<file path="config.mk">
export PLATFORM = sky130hd
export DESIGN_NAME = alu_seq
export DESIGN_NICKNAME = d
export VERILOG_FILES = /design/src/rtl/alu_seq.sv
export SDC_FILE = /design/constraint.sdc
export NUM_CORES = 1
export LEC_CHECK = 0
export ABC_AREA = 1
export BUFFER_PORTS_ARGS = -buffer_cell sky130_fd_sc_hd__buf_2
export CORE_ASPECT_RATIO = 1.5
export CORE_UTILIZATION = 50
export CTS_BUF_LIST = sky130_fd_sc_hd__clkbuf_8
export CTS_CLUSTER_DIAMETER = 150
export CTS_CLUSTER_SIZE = 20
export DETAILED_ROUTE_END_ITERATION = 16
export PLACE_DENSITY = 0.68
export SLEW_MARGIN = 0
export SYNTH_ARGS = -nofsm -noshare
export SYNTH_HDL_FRONTEND = slang
export SYNTH_SLANG_ARGS = --single-unit
export TNS_END_PERCENT = 20
</file>
<file path="constraint.sdc">
create_clock -name clk -period 3.41 [get_ports clk]
set_input_delay 0.682 -clock clk [delete_from_list [all_inputs] [get_ports clk]]
set_output_delay 0.682 -clock clk [all_outputs]
set_load 0.005 [all_outputs]
</file>
<file path="src/rtl/alu_seq.sv">
// ============================================================================
// Module  : alu_seq
// Brief   : clocked ALU with single-cycle ops and an iterative shift-add MUL
// Revision: 1.0
// ============================================================================
`default_nettype none

module alu_seq #(
    parameter int WIDTH     = 8,
    parameter int IMM_WIDTH = 5
) (
    input  logic                 clk,
    input  logic                 rst_n,
    input  logic                 start,
    input  logic [2:0]           opcode,
    input  logic [IMM_WIDTH-1:0] a,
    input  logic [WIDTH-1:0]     b,
    output logic                 busy,
    output logic                 done,
    output logic [WIDTH-1:0]     data_out,
    output logic                 zflag,
    output logic                 c
);

    localparam int PW = WIDTH + IMM_WIDTH;
    localparam int CW = (IMM_WIDTH > 1) ? $clog2(IMM_WIDTH) : 1;

    localparam logic [2:0]    c_OP_ADD = 3'b000;
    localparam logic [2:0]    c_OP_SUB = 3'b001;
    localparam logic [2:0]    c_OP_AND = 3'b010;
    localparam logic [2:0]    c_OP_OR  = 3'b011;
    localparam logic [2:0]    c_OP_XOR = 3'b100;
    localparam logic [2:0]    c_OP_SHL = 3'b101;
    localparam logic [2:0]    c_OP_SHR = 3'b110;
    localparam logic [2:0]    c_OP_MUL = 3'b111;
    localparam logic [CW-1:0] c_LAST   = CW'(IMM_WIDTH - 1);

    typedef enum logic [0:0] {
        S_IDLE = 1'b0,
        S_MUL  = 1'b1
    } state_t;

    state_t                 r_state;
    state_t                 w_state_next;
    logic [IMM_WIDTH-1:0]   r_a;
    logic [WIDTH-1:0]       r_b;
    logic [PW-1:0]          r_acc;
    logic [CW-1:0]          r_cnt;

    logic [WIDTH-1:0]       w_a_ext;
    logic [WIDTH:0]         w_sum;
    logic [WIDTH:0]         w_diff;
    logic [WIDTH:0]         w_shl;
    logic [WIDTH:0]         w_shr;
    logic [WIDTH-1:0]       w_res;
    logic                   w_res_c;
    logic [PW-1:0]          w_addend;
    logic [PW-1:0]          w_acc_next;
    logic                   w_last;

    // Shifts run one bit wider so the bit shifted out lands in a known slot;
    // out-of-range amounts naturally yield zero data and zero carry.
    always_comb begin
        w_a_ext = WIDTH'(a);
        w_sum   = {1'b0, b} + {1'b0, w_a_ext};
        w_diff  = {1'b0, b} + {1'b0, ~w_a_ext} + {{WIDTH{1'b0}}, 1'b1};
        w_shl   = {1'b0, b} << a;
        w_shr   = {b, 1'b0} >> a;
        w_res   = '0;
        w_res_c = 1'b0;
        case (opcode)
            c_OP_ADD: begin w_res = w_sum[WIDTH-1:0];  w_res_c = w_sum[WIDTH];  end
            c_OP_SUB: begin w_res = w_diff[WIDTH-1:0]; w_res_c = w_diff[WIDTH]; end
            c_OP_AND: w_res = b & w_a_ext;
            c_OP_OR:  w_res = b | w_a_ext;
            c_OP_XOR: w_res = b ^ w_a_ext;
            c_OP_SHL: begin w_res = w_shl[WIDTH-1:0]; w_res_c = w_shl[WIDTH]; end
            c_OP_SHR: begin w_res = w_shr[WIDTH:1];   w_res_c = w_shr[0];     end
            default:  ;
        endcase
    end

    always_comb begin
        w_addend   = r_a[r_cnt] ? ({{IMM_WIDTH{1'b0}}, r_b} << r_cnt) : '0;
        w_acc_next = r_acc + w_addend;
        w_last     = (r_cnt == c_LAST);
    end

    always_ff @(posedge clk or negedge rst_n) begin
        if (!rst_n) begin
            r_state <= S_IDLE;
        end else begin
            r_state <= w_state_next;
        end
    end

    always_comb begin
        w_state_next = r_state;
        busy         = 1'b0;
        case (r_state)
            S_IDLE: begin
                if (start && (opcode == c_OP_MUL)) begin
                    w_state_next = S_MUL;
                end
            end
            S_MUL: begin
                busy = 1'b1;
                if (w_last) begin
                    w_state_next = S_IDLE;
                end
            end
            default: w_state_next = S_IDLE;
        endcase
    end

    always_ff @(posedge clk or negedge rst_n) begin
        if (!rst_n) begin
            r_a      <= '0;
            r_b      <= '0;
            r_acc    <= '0;
            r_cnt    <= '0;
            done     <= 1'b0;
            data_out <= '0;
            zflag    <= 1'b1;
            c        <= 1'b0;
        end else begin
            done <= 1'b0;
            if (r_state == S_IDLE) begin
                if (start && (opcode == c_OP_MUL)) begin
                    r_a   <= a;
                    r_b   <= b;
                    r_acc <= '0;
                    r_cnt <= '0;
                end else if (start) begin
                    data_out <= w_res;
                    zflag    <= (w_res == '0);
                    c        <= w_res_c;
                    done     <= 1'b1;
                end
            end else begin
                r_acc <= w_acc_next;
                r_cnt <= r_cnt + 1'b1;
                if (w_last) begin
                    data_out <= w_acc_next[WIDTH-1:0];
                    zflag    <= (w_acc_next[WIDTH-1:0] == '0);
                    c        <= |w_acc_next[PW-1:WIDTH];
                    done     <= 1'b1;
                end
            end
        end
    end

endmodule

`default_nettype wire

</file>
# After elaboration in Yosys (flattened, before gate mapping)

Cells that the tools add are included.

Register bits after elaboration: 41
Output and inout port bits: 12
Logic and storage cells: 71

$add $sub $neg: 5
Magnitude comparators: 1
Equal/unequal tests: 10
Shift operators: 3
Mux-type cells: 29
Bitwise gates (word level): 5
Reductions and logical operators: 9

Operators with widths:

| cell                  | number |
|---|---|
| $pmux W8 S7           | 1 |
| $mux W13              | 3 |
| $mux W8               | 4 |
| $logic_not A8 Y1      | 2 |
| $mux W1               | 16 |
| $eq A3 B3 Y1 const B  | 5 |
| $add A13 B13 Y13      | 1 |
| $shl A8 B3 Y13        | 1 |
| $add A8 B5 Y9         | 1 |
| $add A8 B8 Y9         | 1 |
| $add A9 B1 Y9 const B | 1 |
| $shl A8 B5 Y9         | 1 |
| $shr A9 B5 Y9         | 1 |
| $and A8 B5 Y8         | 1 |
| $not A5 Y8            | 1 |
| $or A8 B5 Y8          | 1 |
| $xor A8 B5 Y8         | 1 |
| $eq A3 B2 Y1 const B  | 2 |
| $mux W3               | 2 |
| $reduce_or A5 Y1      | 1 |
| $lt A3 B4 Y1 const B  | 1 |
| $pmux W1 S4           | 1 |
| $reduce_bool A2 Y1    | 2 |
| $add A3 B1 Y3 const B | 1 |
| other kinds (10)      | 10 |

# Longest topological paths before layout

Depth in word-level cells: 8
Depth in mapped cells: 23
Mapped depth without buffers: 22

# Least setup slack after synthesis

OpenSTA, ideal clock, no wires.

Kind: register -> register
Start point: reg r_cnt[0]
End point: reg zflag
Data arrival time: 2532 ps
Required time: 3342 ps
Path slack: 810 ps
Cell stages (with the launch flop): 16
Buffers on the path: 2
Clock period less this slack: 2600 ps
Cell sequence: dfrtp_1 buf_2 buf_2 o21ai_0 nand2_1 nor3_1 fa_1 nor2_1 inv_1 nor2_1 nand2_1 nor3_1 nand3_1 nor2_1 nor2_1 a21oi_2

Cells in the longest elaborated chain, start to end: 7

Ends and longest elaborated chain:

| what                          | RTL line | source |
|---|---|---|
| start: declaration            | 48       | `logic [CW-1:0] r_cnt;` |
| start signal: assignment      | 142      | `r_cnt <= r_cnt + 1'b1;` |
| $bmux W1 S3                   | 84       | `w_addend = r_a[r_cnt] ? ({{IMM_WIDTH{1'b0}}, r_b} << r_cnt) : '0;` |
| $mux W1 (implied by the code) | 84       |  |
| $mux W13                      | 84       |  |
| $add A13 B13 Y13              | 85       | `w_acc_next = r_acc + w_addend;` |
| $logic_not A8 Y1              | 145      | `zflag <= (w_acc_next[WIDTH-1:0] == '0);` |
| $mux W1                       | 143      | `if (w_last) begin` |
| $mux W1                       | 128      | `if (r_state == S_IDLE) begin` |
| end signal: assignment        | 136      | `zflag <= (w_res == '0);` |
| end signal: assignment        | 145      |  |
| end: declaration              | 21       | `output logic zflag,` |

Several ways; a longest one is shown, not always the timed one. The select of a mux whose other input is x is not followed.
A chain may end at the register's enable or synchronous reset.

# Final worst setup path

Start point: reg r_cnt[0]
End point: reg c

Cells in the longest elaborated chain, start to end: 7

Ends and longest elaborated chain:

| what                          | RTL line | source |
|---|---|---|
| $bmux W1 S3                   | 84       |  |
| $mux W1 (implied by the code) | 84       |  |
| $mux W13                      | 84       |  |
| $add A13 B13 Y13              | 85       |  |
| $reduce_or A5 Y1              | 146      | `c <= \|w_acc_next[PW-1:WIDTH];` |
| $mux W1                       | 143      |  |
| $mux W1                       | 128      |  |
| end signal: assignment        | 137      | `c <= w_res_c;` |
| end signal: assignment        | 146      |  |
| end: declaration              | 22       | `output logic c` |

Several ways; a longest one is shown, not always the timed one. The select of a mux whose other input is x is not followed.

==> results.md <==
* Outcome: finished clean
* Commonest cells post-synth: nand2_1, nand3_1, inv_1, nor2_1, o21ai_0
* Hold Buf Count CTS at 0
* Sw Ratio at 0.502
* Via/cell ratio at 5.57
* Layout cells sized above 1 at 0.110
* Total routed wirelength at 12600 um
* Setup crit start kind: flip-flop
* Routed length on met3 at between 300 and 400 um
* Total Routing Usage GR at 0.301
* Synthesized area at 0.00428 mm^2
* Flops & latches, synth at 41
* CTS tree: built
* # rows at 41
* RSZ-0062 raised after global routing: no
* DR vias at 4537
* Final Cycle Share at 0.895
* Max_slew headroom at 0.401
* Num ports at 31
* Synth Instances at 686
* Sequential share of power at 0.301
* Leak pwr at around 2.5 nW
* Clock sink total at 41
* Worst Hold Class: flip-flop to flip-flop
* Yosys warning total at 0
* Post-synth top flop: dfrtp_1
* Reg area at a little over 0.001 mm^2
* Area leader, netlist: dfrtp_1
* Ant diodes at 0
* Port Buffers at 30
* Minimum clock period at 3.05 ns
* Register area share after synthesis at 0.240
* Comb power frac at 0.602
* Vias in the first global route at roughly 4.5k
* Initial DRC Count at 260
* Clock tree root buffer cell: clkbuf_8
* Total CTS buffers at 5
* Non-filler instance count after layout at slightly above 800
* Synth area leaders: dfrtp_1, nand2_1, nand3_1
* Die outline height at 115 um
* Setup TNS at 0 ns
* ANT nets after route at 0
* Dpl hpwl at 10100 um
* H-tree levels at 2
* Final setup violation count at 0
* Maximum root-to-sink buffer count at 2
* Die X at 77.6 um
* Slowest Stage Delay on Critical Path at slightly above 0.5 ns
* GP Congestion at slightly above 0.9
* Critical Path Sink Type: flip-flop
* Fillers at about 900
* Clock-pin slew on the worst setup and hold paths at 0.07 ns
* Worst Skew at 0.00459 ns
* First-pass GRT wire length at 20900 um
* Final Max Tran Viols at 0
* Slowest CP cell: dfrtp_2
* Worst Tran Pin Value at 0.899 ns
* Met2 WL at approximately 6500 um
* Initial Util at 0.512
* Remaining Overflow, GRT at 0
* Critical path class: flip-flop to flip-flop
* Full die area at ~0.0089 mm^2
* Placed cell count at 806
* Fin nets at 758
* P_sw at 1.55 mW
* Clock share of power at 0.096
* Worst EP arrival at around 3.3 ns
* Critical Path RT at around 3.6 ns
* Maxcap violations at 0
* WL/cell at about 15 um
* Crit-path most repeated cell: nand2_1
* Core area at between 0.008 and 0.009 mm^2
* Cell Int Power at 1.54 mW
* Fmax at between 300 and 400 MHz
* Most frequent cell after synthesis: nand2_1
* CP Max Fanout at 18
* Multi-input logic area at 0.00282 mm^2
* Maximum VDD drop at 0.443 mV
* Drt drc at 0
* Final Hold Vio Count at 0
* Post-Syn Nets at between 700 and 800
* CP Cell Sequence: buf_4, o21ai_0, mux2i_1, nor3_1, ha_1, a21oi_1, nand2_1, nand2_1, nand3b_1, nand2_1, nand2_1, nor2_1, nand2_1, nor2_1, nand2_1, nand3_1, nand2_1
* Yosys cell types at 39
* Largest net degree at the start of global routing at 42
* Avg Inst Size Synth at 6.24 um^2
* Final Power at 3.09 mW
* Met1 Wirelength at 4820 um
* Syn-to-layout area delta at 6.63%
* Post-synth EDFFs at 0
* Antenna violations before repair at 0
* First drt pass iteration count at 5
* Yosys top cell area share at 0.234
* Async SR Flop Fraction at 1.00
* P per Cell Area at 678 mW/mm^2
* Worst-skew pair later-pin latency at 0.30 ns
* Top sig layer: met4
layout by cell type (no fill, tap or decap), types with 4 or more instances in the layout:
master	netlist	routed
o211ai_1	4	4
a21oi_1	24	24
ha_1	30	30
nand2_1	211	211
buf_2	10	30
nand3_2	6	6
nand4_1	10	10
nand3_1	81	81
xnor2_1	4	4
dfrtp_1	40	38
o22ai_1	4	4
xor2_1	5	5
nor2_1	66	66
nor3_1	9	9
inv_1	66	69
o21ai_0	49	49
clkbuf_8	0	5
nand2_4	4	4
inv_2	10	10
nand2_2	4	4
a31oi_1	8	7
buf_4	4	7
power by group through the flow:
stage	registers, mW	logic, mW	clock network [mW]
2_1_floorplan	0.846	1.41	0
3_3_place_gp	0.925	1.82	0
3_5_place_dp	0.932	1.84	0
4_1_cts	0.926	1.85	0.307
5_1_grt	0.960	2.15	0.323
6_report	0.933	1.86	0.298
cell families (layout without fill, tap and decap cells):
| family | Yosys count | after routing | synth area share |
|---|---|---|---|
| AOI/OAI and AO/OA | 100 | 100 | 0.129 |
| DFF | 41 | 41 | 0.240 |
| buffers and inverters | 103 | 124 | 0.103 |
| adders and majority gates | 33 | 33 | 0.102 |
| muxes | 1 | 1 | 0.00234 |
| and+or+nand+nor | 399 | 399 | 0.406 |
| xor gates and xnor gates | 9 | 9 | 0.0184 |
flip-flops by register name, indices dropped and copies added, names as in the netlist, 3 cells and up:
register / count
r_cnt: 3
data_out: 8
r_acc: 13
r_b: 8
r_a: 5
critical path: cells and delay by family (launching register included):
kind / cells / cell delay [ns]
and+or+nand+nor: 12 / 1.27
muxes: 1 / 0.17
adders and majority gates: 1 / 0.33
AOI/OAI and AO/OA: 2 / 0.46
DFF: 1 / 0.51
buffers and inverters: 1 / 0.19
area by class of cell:
cell class,instances,area share
Inverter,79,0.0655
Tap cell,107,0.0293
Clock buffer,5,0.0151
Timing Repair Buffer,37,0.0444
Clock inverter,3,0.00247
Sequential cell,41,0.226
Multi-Input combinational cell,542,0.618
per-stage QoR:
| stage | hold WS, ns | cell area, um^2 | setup WS, ns | util |
|---|---|---|---|---|
| after floorplan | 0.386 | 4280 | 0.810 | - |
| after global placement | 0.464 | 4480 | 0.333 | 0.535 |
| after detailed placement | 0.461 | 4480 | 0.206 | 0.535 |
| after CTS | 0.481 | 4560 | 0.203 | 0.545 |
| after global routing | 0.492 | 4570 | 0.00570 | 0.546 |
| final | 0.475 | 4570 | 0.357 | 0.546 |
what timing repair did:
action / in CTS / in global routing
resized for setup: 0 / 3
setup endpoints to repair: 0 / 4
setup buffers: 0 / 0
path summary, 6_finish.rpt:
kind / from / slack (ns) / endpoint / cells after the start
setup / recovery: r_cnt[0] / 0.36 / c / 17
hold / removal: data_out[1] / 0.48 / data_out[1] / 2
setup reg to reg: r_cnt[0] / 0.36 / c / 17
hold reg to reg: data_out[1] / 0.48 / data_out[1] / 2
max in group asynchronous: rst_n / 2.28 / r_cnt[0] / 1
min in group asynchronous: rst_n / 0.50 / c / 1
metal layers:
layer	vias to the layer above	track usage
li1	2280	-
met1	2067	0.313
met4	0	0.235
met3	53	0.0325
met5	-	0
met2	137	0.550
Note: power is estimated with default switching activity, not from simulation.
